$ cat src/rtl/uart_tx_fifo.sv
// Buffered 8N1 UART transmitter: bytes enter a FIFO over valid/ready and are
// shifted out LSB first at BAUD_DIVIDER_COUNT clocks per bit.
module uart_tx_fifo #(
    parameter int unsigned BAUD_DIVIDER_COUNT = 10,
    parameter int unsigned FIFO_DEPTH         = 16,
    parameter int unsigned STOP_BITS          = 1
) (
    input  logic                          i_clk,
    input  logic                          i_rst_n,
    input  logic                          i_valid,
    input  logic [7:0]                    i_data,
    output logic                          o_ready,
    output logic                          o_tx,
    output logic                          o_busy,
    output logic                          o_done,
    output logic [$clog2(FIFO_DEPTH):0]   o_count
);

    localparam int unsigned AW = $clog2(FIFO_DEPTH);
    localparam int unsigned CW = $clog2(BAUD_DIVIDER_COUNT);

    typedef enum logic [1:0] {
        IDLE,
        START,
        DATA,
        STOP
    } state_t;

    logic [7:0]    mem_q [FIFO_DEPTH];
    logic [AW-1:0] wr_ptr_q;
    logic [AW-1:0] rd_ptr_q;
    logic [AW:0]   count_q;

    state_t        state_q;
    logic [CW-1:0] baud_q;
    logic [2:0]    bit_q;
    logic          stop_q;
    logic [7:0]    shift_q;
    logic          tx_q;
    logic          busy_q;
    logic          done_q;

    logic push;
    logic pop;
    logic baud_last;
    logic stop_last;

    assign o_ready   = (count_q != (AW+1)'(FIFO_DEPTH));
    assign push      = i_valid & o_ready;
    assign baud_last = (baud_q == CW'(BAUD_DIVIDER_COUNT - 1));
    assign stop_last = (stop_q == 1'(STOP_BITS - 1));
    // Head is taken from IDLE or straight out of the final stop cycle, so
    // queued frames follow each other without an idle bit.
    assign pop = (count_q != '0) &&
                 ((state_q == IDLE) || ((state_q == STOP) && baud_last && stop_last));

    assign o_tx    = tx_q;
    assign o_busy  = busy_q;
    assign o_done  = done_q;
    assign o_count = count_q;

    always_ff @(posedge i_clk) begin
        if (push) begin
            mem_q[wr_ptr_q] <= i_data;
        end
    end

    always_ff @(posedge i_clk or negedge i_rst_n) begin
        if (!i_rst_n) begin
            wr_ptr_q <= '0;
            rd_ptr_q <= '0;
            count_q  <= '0;
        end else begin
            if (push) begin
                wr_ptr_q <= wr_ptr_q + 1'b1;
            end
            if (pop) begin
                rd_ptr_q <= rd_ptr_q + 1'b1;
            end
            case ({push, pop})
                2'b10:   count_q <= count_q + 1'b1;
                2'b01:   count_q <= count_q - 1'b1;
                default: count_q <= count_q;
            endcase
        end
    end

    // Line outputs are registered from the current state, so the pin trails
    // the state by one clock; o_done lands in the last stop cycle on the pin.
    always_ff @(posedge i_clk or negedge i_rst_n) begin
        if (!i_rst_n) begin
            state_q <= IDLE;
            baud_q  <= '0;
            bit_q   <= '0;
            stop_q  <= '0;
            shift_q <= '0;
            tx_q    <= 1'b1;
            busy_q  <= 1'b0;
            done_q  <= 1'b0;
        end else begin
            done_q <= 1'b0;
            busy_q <= (state_q != IDLE);
            case (state_q)
                IDLE: begin
                    tx_q <= 1'b1;
                    if (pop) begin
                        shift_q <= mem_q[rd_ptr_q];
                        baud_q  <= '0;
                        state_q <= START;
                    end
                end
                START: begin
                    tx_q <= 1'b0;
                    if (baud_last) begin
                        baud_q  <= '0;
                        bit_q   <= '0;
                        state_q <= DATA;
                    end else begin
                        baud_q <= baud_q + 1'b1;
                    end
                end
                DATA: begin
                    tx_q <= shift_q[bit_q];
                    if (baud_last) begin
                        baud_q <= '0;
                        if (bit_q == 3'd7) begin
                            stop_q  <= '0;
                            state_q <= STOP;
                        end else begin
                            bit_q <= bit_q + 1'b1;
                        end
                    end else begin
                        baud_q <= baud_q + 1'b1;
                    end
                end
                STOP: begin
                    tx_q <= 1'b1;
                    if (baud_last) begin
                        baud_q <= '0;
                        if (stop_last) begin
                            done_q <= 1'b1;
                            if (pop) begin
                                shift_q <= mem_q[rd_ptr_q];
                                state_q <= START;
                            end else begin
                                state_q <= IDLE;
                            end
                        end else begin
                            stop_q <= stop_q + 1'b1;
                        end
                    end else begin
                        baud_q <= baud_q + 1'b1;
                    end
                end
                default: begin
                    tx_q    <= 1'b1;
                    state_q <= IDLE;
                end
            endcase
        end
    end

endmodule
$ cat config.mk
export PLATFORM = sky130hd
export DESIGN_NAME = uart_tx_fifo
export DESIGN_NICKNAME = d
export VERILOG_FILES = /design/src/rtl/uart_tx_fifo.sv
export SDC_FILE = /design/constraint.sdc
export NUM_CORES = 1
export LEC_CHECK = 0
export CORE_MARGIN = 2
export CORE_UTILIZATION = 49
export CTS_BUF_LIST = sky130_fd_sc_hd__clkbuf_16
export CTS_CLUSTER_DIAMETER = 60
export DETAILED_ROUTE_END_ITERATION = 16
export GPL_TIMING_DRIVEN = 1
export PLACE_DENSITY = 0.66
export SLEW_MARGIN = 15
export SYNTH_ARGS = -nofsm -noshare
export SYNTH_HDL_FRONTEND = slang
export SYNTH_SLANG_ARGS = --single-unit
$ cat constraint.sdc
create_clock -name i_clk -period 4.9 [get_ports i_clk]
set_clock_uncertainty 0.15 [all_clocks]
set_input_delay 0.98 -clock i_clk [delete_from_list [all_inputs] [get_ports i_clk]]
set_output_delay 0.98 -clock i_clk [all_outputs]
set_load 0.02 [all_outputs]
# Word-level counts from Yosys, hierarchy flattened
# Memories as Yosys holds them, arrays and structs flattened.
# Cells that the tools add are included.
# W data, S select, Z words.
dict set report totals {
  output_inout_bits 9
  wordCells 87
  register_bits 34
  in_bits 11
  mem_bits_rw 128
  mem_count 1
}
# memory words word_bits rd rd_ports_with_merged_regs wr line
set memory_table {}
lappend memory_table {mem_q 16 8 1 0 1 29} ;# logic [7:0] mem_q [FIFO_DEPTH];
dict set report op_classes {
  order_cmp 1
  mux 33
  add_sub_neg 7
  n_eq_ne 15
  reduce_logical 17
  n_bitwise 2
}
# operator n
set op_table {}
lappend op_table {{$mux W8} 3}
lappend op_table {{$pmux W8 S2} 1}
lappend op_table {{$ne A2 B2 Y1 const B} 7}
lappend op_table {{$add A4 B1 Y4 const B} 3}
lappend op_table {{$mux W2} 6}
lappend op_table {{$mux W1} 11}
lappend op_table {{$pmux W5 S2} 1}
lappend op_table {{$reduce_bool A2 Y1} 5}
lappend op_table {{$mux W3} 3}
lappend op_table {{$mux W4} 2}
lappend op_table {{$pmux W2 S4} 1}
lappend op_table {{$pmux W4 S2} 1}
lappend op_table {{$reduce_and A4 Y1} 2}
lappend op_table {{$eq A2 B2 Y1 const B} 3}
lappend op_table {{$pmux W3 S2} 1}
lappend op_table {{$reduce_and A6 Y1} 1}
lappend op_table {{$add A5 B1 Y5 const B} 1}
lappend op_table {{$ne A5 B5 Y1 const B} 1}
lappend op_table {{$reduce_bool A5 Y1} 1}
lappend op_table {{$sub A5 B1 Y5 const B} 1}
lappend op_table {{$eq A2 B1 Y1 const B} 2}
lappend op_table {{$eq A4 B4 Y1 const B} 1}
lappend op_table {{$lt A3 B4 Y1 const B} 1}
lappend op_table {{$add A3 B1 Y3 const B} 1}
lappend op_table {{13 further kinds} 15}

# Depth between registers and ports, before layout
# Gate-level depths: netlist of run 1.
dict set report depth {
  ltp_word 9
  ltp_mapped 12
  mapped_depth_nobuf 11
}

# Worst setup path after synthesis of run 1
# OpenSTA, ideal clock, no wires.
dict set report synth_timing {
  path_type {input port to flip-flop}
  start {input i_valid}
  end {register count_q[4] (netlist: o_count[4])}
  required_ps 4620
  path_stages 10
  setup_time_ps 130
  slack_ps 1509
  path_buffers 1
  t_arrival_ps 3111
  cell_sequence {a21boi_1 inv_1 ha_1 clkbuf_1 xor2_1 ha_1 or3b_2 a211oi_1 o21bai_1 xnor2_1}
}
dict set report synth_between {
  elab_chain_cells 3
  word_cells_on_any_way 5
  cone_classes {eq/ne (2); mux (1); bitwise (1); reduce/logical (1)}
}
# element line
set synth_rtl {}
lappend synth_rtl {{start, declared} 10} ;# input logic i_valid,
lappend synth_rtl {{$and A1 B1 Y1 *} 49} ;# assign push = i_valid & o_ready;
lappend synth_rtl {{$eq A2 B1 Y1 / $eq A2 B2 Y1 (equally long branches)} 80} ;# case ({push, pop})
lappend synth_rtl {{$pmux W5 S2 / $reduce_bool A2 Y1 (equally long branches)} -}
lappend synth_rtl {{end signal, assigned} 81} ;# 2'b10: count_q <= count_q + 1'b1;
lappend synth_rtl {{end signal, assigned} 82} ;# 2'b01: count_q <= count_q - 1'b1;
lappend synth_rtl {{end signal, assigned} 83} ;# default: count_q <= count_q;
lappend synth_rtl {{end, declared} 32} ;# logic [AW:0] count_q;
# Every way passes the cells marked *; elsewhere a longest branch is shown, timed or not.
# A chain may end at the register's enable or synchronous reset.

# Final worst setup path of run 1
# Same ends and word-level chain as after synthesis.

==> out/results.txt, run 1 <==
The run finished with clean final reports. The cell count after synthesis came out at 373. The tools report the DRC violation count after routing as 0. The starting density of the core came out at 0.504. The chip width is 121 um. The cell area that synthesis handed to floorplanning was 6720 sq um. The number of cells on the worst hold path works out to 1. The tool flagged a number of max-cap violations equal to 0. Largest voltage drop on the vdd net: 0.323 mV. The final setup violation count came out at 0. The number of nets handed over by synthesis was 401. The logs give 3790 ps for the data arrival time at the worst-slack endpoint and 3393 for the number of vias after detailed routing. The run gives 12500 um as the post-detailed-routing wire length.

For the pin with the worst max-slew slack, the measured transition is 860 ps. met2 is the most crowded layer. The overall global routing resource usage was 0.185; the power density normalized to cell area was 595 nW/um^2.

The family of cells with the greatest summed delay on the critical path is compound AO/OA/AOI/OAI gates. The number of port buffers was 19; the number of antenna repair diodes was 0. The floorplan step defined a die boundary enclosing 14700 sq um.

The core area came out at 13300 sq um. The area growth from synthesis to layout is 13.6%. The average wire per standard cell is 21.3 um, and the slack of the worst reg-to-reg path is 1610 ps.

After synthesis, the largest family of logic cells by area is multiplexers. The number of clock sinks was 161; the number of buffers added for setup after CTS was 0. The number of global-route vias before repair came out at 3503.

The logs give 0 for the number of buffers inserted for hold repair after clock tree synthesis and 0.308 for the met2 layer usage reported by global route. The number of flip-flops and latches in the synthesized netlist is 161. The sequential element share of the synthesized area came out at 0.695.

For the met1 demand-to-capacity share in global routing, the log shows 0.232. The mux share of post-synthesis cell area is 0.134. The number of warnings issued by yosys is 0, and the count of unique library cells instantiated by Yosys is 49.

At the later pin of the worst-skew pair, clock insertion delay measures 420 ps. The final critical-path share of the clock period is 0.742. The number of antenna violations at the first check in global routing was 0; the number of design-rule violations left by the first detailed-router iteration was 238. Fraction of the mapped netlist area in compound gates: 0.0560. In the final design database the tool counted 427 nets. Among all flip-flop cells after synthesis, the most frequent one is sky130_fd_sc_hd__edfxtp_1.

The layout has 1033 filler cells. Traced cell by cell, the critical path runs through clkdlybuf4s50_1 -> a21boi_1 -> inv_1 -> ha_1 -> xor2_1 -> ha_1 -> or3b_2 -> a211oi_1 -> o21bai_1 -> xnor2_1. Summed over all cells, the static leakage comes to 0.00265 uW. Once the clock tree was built, the resizer swapped 0 gates to a different size. After floorplanning, the core was divided into 42 placement rows.

The total I/O pin count came out at 20. Data required time of the critical path: 5050 ps. The worst slew margin relative to its limit is 0.426, and the count of flip-flops with a built-in enable after synthesis is 128.

Start-to-end type of the worst setup path: in -> reg. The tools report the launching element type of the critical path as a primary input. The overall power of the completed layout is 4540 uW, and the stage delay of the slowest cell on the critical path is 560 ps.

In this design, the critical path's most frequently occurring cell is sky130_fd_sc_hd__ha_1. Setup repair after global routing left no endpoint under its margin. Entering global routing, the biggest net connects 34 pins. The critical path contains buffers and inverters numbering 2 combined.

Capturing element type of the critical path: a register. The area share of and/or/nand/nor cells after synthesis is 0.0508. Path class of the lowest-slack min-delay path: reg -> reg. The adder and majority cell fraction of the synthesized area was 0.0316; the number of nets with antenna violations after routing was 0. For this run the aggregate overflow at the end of global routing stands at 0.

Once detailed placement completed, the half-perimeter wirelength came to 8060 um. For this design, the slowest cell found on the critical path is sky130_fd_sc_hd__a21boi_1. The length of the first detailed-routing pass in iterations was 4; the top fanout value on the critical path was 9. For this run, the top clock speed supported by timing is 275 MHz. Max-slew violation count: 0. The xor/xnor cell area share of the yosys netlist is 0.0156. TritonCTS built the clock tree. The fraction of registers with async set or reset after synthesis was 0.205; the via count normalized by instance count was 5.77. Dividing the synthesized area by the synthesized cell count gives 18.0 sq um. The final weighted congestion in routability-driven placement is 0.788. The floorplan die height is 121 um.

Clock-pin slew was measured on the worst setup and hold paths at 60 ps. The count of endpoints failing hold in the final timing report came out at 0. The share of final-layout standard cells stronger than drive strength 1 came out at 0.214.

The cell count of the worst reg-to-reg path is 9. The first-pass GRT wire length is 19500 um, and the post-route minimum period is 3640 ps. CTS root buffer: sky130_fd_sc_hd__clkbuf_16. The run gives 4 as the H-tree depth reported by CTS.

In this run, CTS created clock tree buffers numbering 17. For the met3 usage in global routing, the log shows 0.0470. In the final timing run, aggregate negative setup slack is 0 ps. The critical path crosses 10 cells after its start point. The tools report the number of buffers on the longest clock path as 2.
## worst paths after layout
path                            start    endpoint
setup / recovery              i_valid  o_count[4]
hold / removal              baud_q[3]   baud_q[3]
setup reg to reg           o_count[2]  o_count[4]
hold reg to reg             baud_q[3]   baud_q[3]
max in group asynchronous     i_rst_n        o_tx
min in group asynchronous     i_rst_n  o_count[3]
## metal layers
layer / vias to the layer above / share of wire
li1: 1534 / -
met1: 1764 / 0.42
met2: 82 / 0.52
met3: 13 / 0.046
met4: 0 / 0.014
met5: - / 0
## state kept, by name (all words and copies together), names as in the netlist, 2 cells and up
register and count:
baud_q 4, bit_q 3, mem_q 128, o_count 5
rd_ptr_q 4, shift_q 8, state_q 2, wr_ptr_q 4
## power by group
group | leakage (uW) | total, uW | internal [uW] | switching, uW
combinational | 0.000828 | 1330 | 673 | 655
clock | 0.000273 | 1210 | 692 | 514
sequential | 0.00155 | 2010 | 1720 | 292
## synthesized netlist by cell type, types with 2 or more instances
cell | count | area [sq um]
sky130_fd_sc_hd__nand3_1 | 2 | 10.0
sky130_fd_sc_hd__inv_1 | 7 | 26.3
sky130_fd_sc_hd__buf_1 | 4 | 15.0
sky130_fd_sc_hd__xor2_1 | 5 | 43.8
sky130_fd_sc_hd__buf_2 | 5 | 25.0
sky130_fd_sc_hd__nand3b_1 | 2 | 15.0
sky130_fd_sc_hd__edfxtp_1 | 128 | 3840
sky130_fd_sc_hd__a22o_1 | 5 | 43.8
sky130_fd_sc_hd__mux4_2 | 34 | 766
sky130_fd_sc_hd__a221oi_2 | 8 | 120
sky130_fd_sc_hd__a21oi_1 | 5 | 25.0
sky130_fd_sc_hd__clkbuf_1 | 7 | 26.3
sky130_fd_sc_hd__nand2_1 | 11 | 41.3
sky130_fd_sc_hd__nor2b_1 | 2 | 12.5
sky130_fd_sc_hd__o22ai_1 | 9 | 56.3
sky130_fd_sc_hd__ha_1 | 17 | 213
sky130_fd_sc_hd__or3_1 | 2 | 12.5
sky130_fd_sc_hd__nand4_1 | 2 | 12.5
sky130_fd_sc_hd__nand2b_1 | 5 | 31.3
sky130_fd_sc_hd__nor3_1 | 7 | 35.0
sky130_fd_sc_hd__o21ai_0 | 7 | 35.0
sky130_fd_sc_hd__a211o_1 | 2 | 17.5
sky130_fd_sc_hd__nor2_1 | 22 | 82.6
sky130_fd_sc_hd__mux2i_1 | 8 | 80.1
sky130_fd_sc_hd__or2_2 | 2 | 12.5
sky130_fd_sc_hd__mux2_2 | 4 | 45.0
sky130_fd_sc_hd__xnor2_1 | 7 | 61.3
sky130_fd_sc_hd__buf_6 | 2 | 22.5
sky130_fd_sc_hd__dfrtp_1 | 32 | 801
## per-stage QoR
step | util | area, sq um | hold WS [ps] | instances | setup slack [ps]
2_1_floorplan | - | 6720 | 324 | 373 | 1510
3_3_place_gp | 0.531 | 7090 | 352 | 556 | 905
3_5_place_dp | 0.531 | 7090 | 364 | 556 | 823
4_1_cts | 0.572 | 7640 | 372 | 588 | 1260
5_1_grt | 0.572 | 7640 | 397 | 588 | 1060
6_report | 0.572 | 7640 | 374 | 588 | 1260
## cell usage in the layout (no fill, tap or decap), drive strengths merged, types with 6 or more instances in the layout
cell type and count:
nand2 11, clkinv 6, a221oi 8, mux2i 8
o22ai 9, edfxtp 128, o21ai 8, dfrtp 32
mux4 34, nor3 7, inv 13, nor2 22
clkdlybuf4s50 19, buf 6, clkbuf 17, xnor2 7
ha 17
## layout make-up
cell class / count / area, sq um / share of cell area
timing repair buffer: 25 / 235 / 0.0308
tap: 176 / 220 / 0.0288
clock buffer: 17 / 425 / 0.0557
clock inverter: 15 / 118 / 0.0154
sequential: 161 / 4670 / 0.612
multi-input combinational: 187 / 1940 / 0.254
inverter: 7 / 26.3 / 0.00344
## cell families after synthesis
kind of cell             count (synthesis)
AO/OA/AOI/OAI                           45
XOR/XNOR                                12
adder cells (fa/ha/maj)                 17
buffers and inverters                   25
flip-flops                             161
multiplexers                            47
AND/OR/NAND/NOR                         66
Note: power is estimated with default switching activity, not from simulation.
==> inputs of run 2 (changes only) <==
- clock period: 4.9 -> 3.64 ns (I/O delays scaled with it)
==> out/results.txt, run 2 (synthesis results as in run 1) <==
The overall global routing resource usage is 0.195 (+0.00956), and the latest clock arrival within the worst-skew pair is 420 ps (about the same). The cell count after placement is 571 (+2.7%). The sum of overflow across all layers after global routing is 0 (unchanged). The average wire per standard cell came out at 21.6 um (+1.5%). Setup repair after global routing left no endpoint under its margin. The clock-pin transition on the worst setup and hold timing paths was 60 ps (about the same); the DRC violation count after routing was 0 (unchanged). The kind of cell with the highest combined delay along the critical path is simple AND/OR/NAND/NOR gates. The tools report the launching element type of the critical path as a register. The chip width was 121 um (unchanged).

Half-perimeter wire length after placement: 8640 um (+7.3%). The number of nets in the layout was 442 (+3.5%); the number of nets with antenna violations after routing was 0 (unchanged). The stage delay of the slowest cell on the critical path came out at 590 ps (+30 ps). The H-tree depth reported by CTS was 4 (unchanged); the via count normalized by instance count was 5.72 (-0.88%). Final cell count without fillers: 603 (+2.6%). The pin count of the biggest net entering global routing was 22 (-35%); the worst slew margin relative to its limit was 0.517 (+0.0904).

The top cell types in the final layout, fill and taps aside, are 128 x sky130_fd_sc_hd__edfxtp_1, 34 x sky130_fd_sc_hd__mux4_2, 31 x sky130_fd_sc_hd__dfrtp_1. The power density normalized to cell area was 805 nW/um^2 (+35%); the number of port buffers was 19 (unchanged). The run gives 0.504 (unchanged) as the starting density of the core. The logs give 0.00274 uW (+3.6%) for the static leakage and 0 (unchanged) for the number of buffers inserted for hold repair after clock tree synthesis. The largest voltage drop on the vdd net is 0.398 mV (+23%). The number of antenna repair diodes is 0 (unchanged). The timing-limited maximum frequency came out at 303 MHz.

The tightest min-delay check is of the reg -> reg type. The number of clock sinks came out at 161 (unchanged). TritonCTS built the clock tree.

The total CTS buffers was 17 (unchanged). The final critical-path share of the clock period works out to 0.908. The final setup violation count was 0 (unchanged); the number of core rows was 42 (unchanged). Number of vias after detailed routing: 3449 (+1.7%). The number of buffers added for setup after CTS came out at 0 (unchanged).

The worst setup path is of the reg -> reg kind. The library cell used most frequently in the layout, excluding fill and tap cells, is sky130_fd_sc_hd__edfxtp_1. The worst-margin pin slew was 725 ps (-136 ps); the number of flip-flops under the largest register name was 128 (unchanged).

The die footprint is 14700 sq um (unchanged). Register name with the most flops: mem_q. The logs give 0 (unchanged) for the max-slew violation count and 20300 um (+3.8%) for the first-pass GRT wire length. The tools report the count of endpoints failing hold in the final timing report as 0 (unchanged). The number of buffers on the longest clock path is 2 (unchanged). The run gives 0 ps (unchanged) as the final total negative setup slack. The tools report the final weighted congestion in routability-driven placement as 0.847 (+7.4%). The slowest stage of the critical path belongs to the cell sky130_fd_sc_hd__or4_4.

The run gives 20 (unchanged) as the total I/O pin count. The area added between synthesis and finish came out at 16.0%. The length of the first detailed-routing pass in iterations came out at 4 (unchanged). The number of antenna violations at the first check in global routing was 0 (unchanged). The data arrival time at the worst-slack endpoint is 3450 ps (-340 ps), and the post-route minimum period is 3300 ps. The data required time of the critical path was 3790 ps (-1260 ps); the number of design-rule violations left by the first detailed-router iteration was 272 (+14%).

The flow ran to the end, and the final reports show no timing, DRC or antenna violations. Core area: 13300 sq um (unchanged). The number of global-route vias before repair was 3673 (+4.9%).

The total of cells resized after clock tree synthesis is 0 (unchanged). The worst path buffer plus inverter count was 0 (-2). The floorplan die height was 121 um (unchanged).

The tools report the post-detailed-routing wire length as 13000 um (+4.1%). The top fanout value on the critical path is 8 (-1). The root buffer cell chosen for the clock tree is sky130_fd_sc_hd__clkbuf_16. STA classifies the critical path endpoint as a register. The number of fill cells was 995 (-3.7%); the share of final-layout standard cells stronger than drive strength 1 was 0.241 (+0.0276). The max-cap violation count came out at 0 (unchanged). Among the stages of the critical path, the cell type that occurs most often is sky130_fd_sc_hd__ha_1. Traced cell by cell, the critical path runs through or4_4 -> o22a_1 -> ha_1 -> xor2_1 -> ha_1 -> or3b_2 -> a211oi_1 -> o21bai_1 -> xnor2_1.
==> run 2: final timing paths <==
path / start / endpoint / slack (ps) / cells past startpoint
worst max-delay path: o_count[2] / o_count[4] / 340 / 9
worst min-delay path: baud_q[3] / baud_q[3] / 390 / 1
worst max register to register: o_count[2] / o_count[4] / 340 / 9
worst min register to register: baud_q[3] / baud_q[3] / 390 / 1
max in group asynchronous: i_rst_n / shift_q[5] / 2160 / 2
min in group asynchronous: i_rst_n / o_done / 560 / 1
==> run 2: layout make-up <==
class | instances | area [sq um] | share of cell area
sequential | 161 | 4670 | 0.599
inverter | 7 | 26.3 | 0.00337
multi-input combinational | 187 | 1940 | 0.249
clock inverter | 15 | 143 | 0.0183
clock buffer | 17 | 425 | 0.0546
timing repair buffer | 40 | 373 | 0.0478
tap | 176 | 220 | 0.0282
==> run 2: per-stage QoR <==
stage	hold WS, ps	setup slack, ps	total power [uW]	util	cell area [sq um]
2_1_floorplan	282	368	4020	-	6720
3_3_place_gp	369	338	4550	0.542	7230
3_5_place_dp	377	252	4610	0.542	7230
4_1_cts	387	314	6330	0.584	7800
5_1_grt	451	151	6600	0.584	7800
6_report	393	336	6270	0.584	7800
==> run 2: per-layer routing <==
layer,GRT usage,part of all wire,vias up,wire [um]
met4,0.0668,0.014,0,179
met2,0.330,0.53,68,6840
met3,0.0536,0.039,15,507
met5,0,0,-,0
li1,-,-,1567,-
met1,0.242,0.42,1799,5490
==> run 2: power breakdown <==
| group | leakage, uW | switching [uW] | internal (uW) |
|---|---|---|---|
| Sequential | 0.00155 | 358 | 2310 |
| Clock | 0.000278 | 707 | 1000 |
| Combinational | 0.000916 | 930 | 964 |
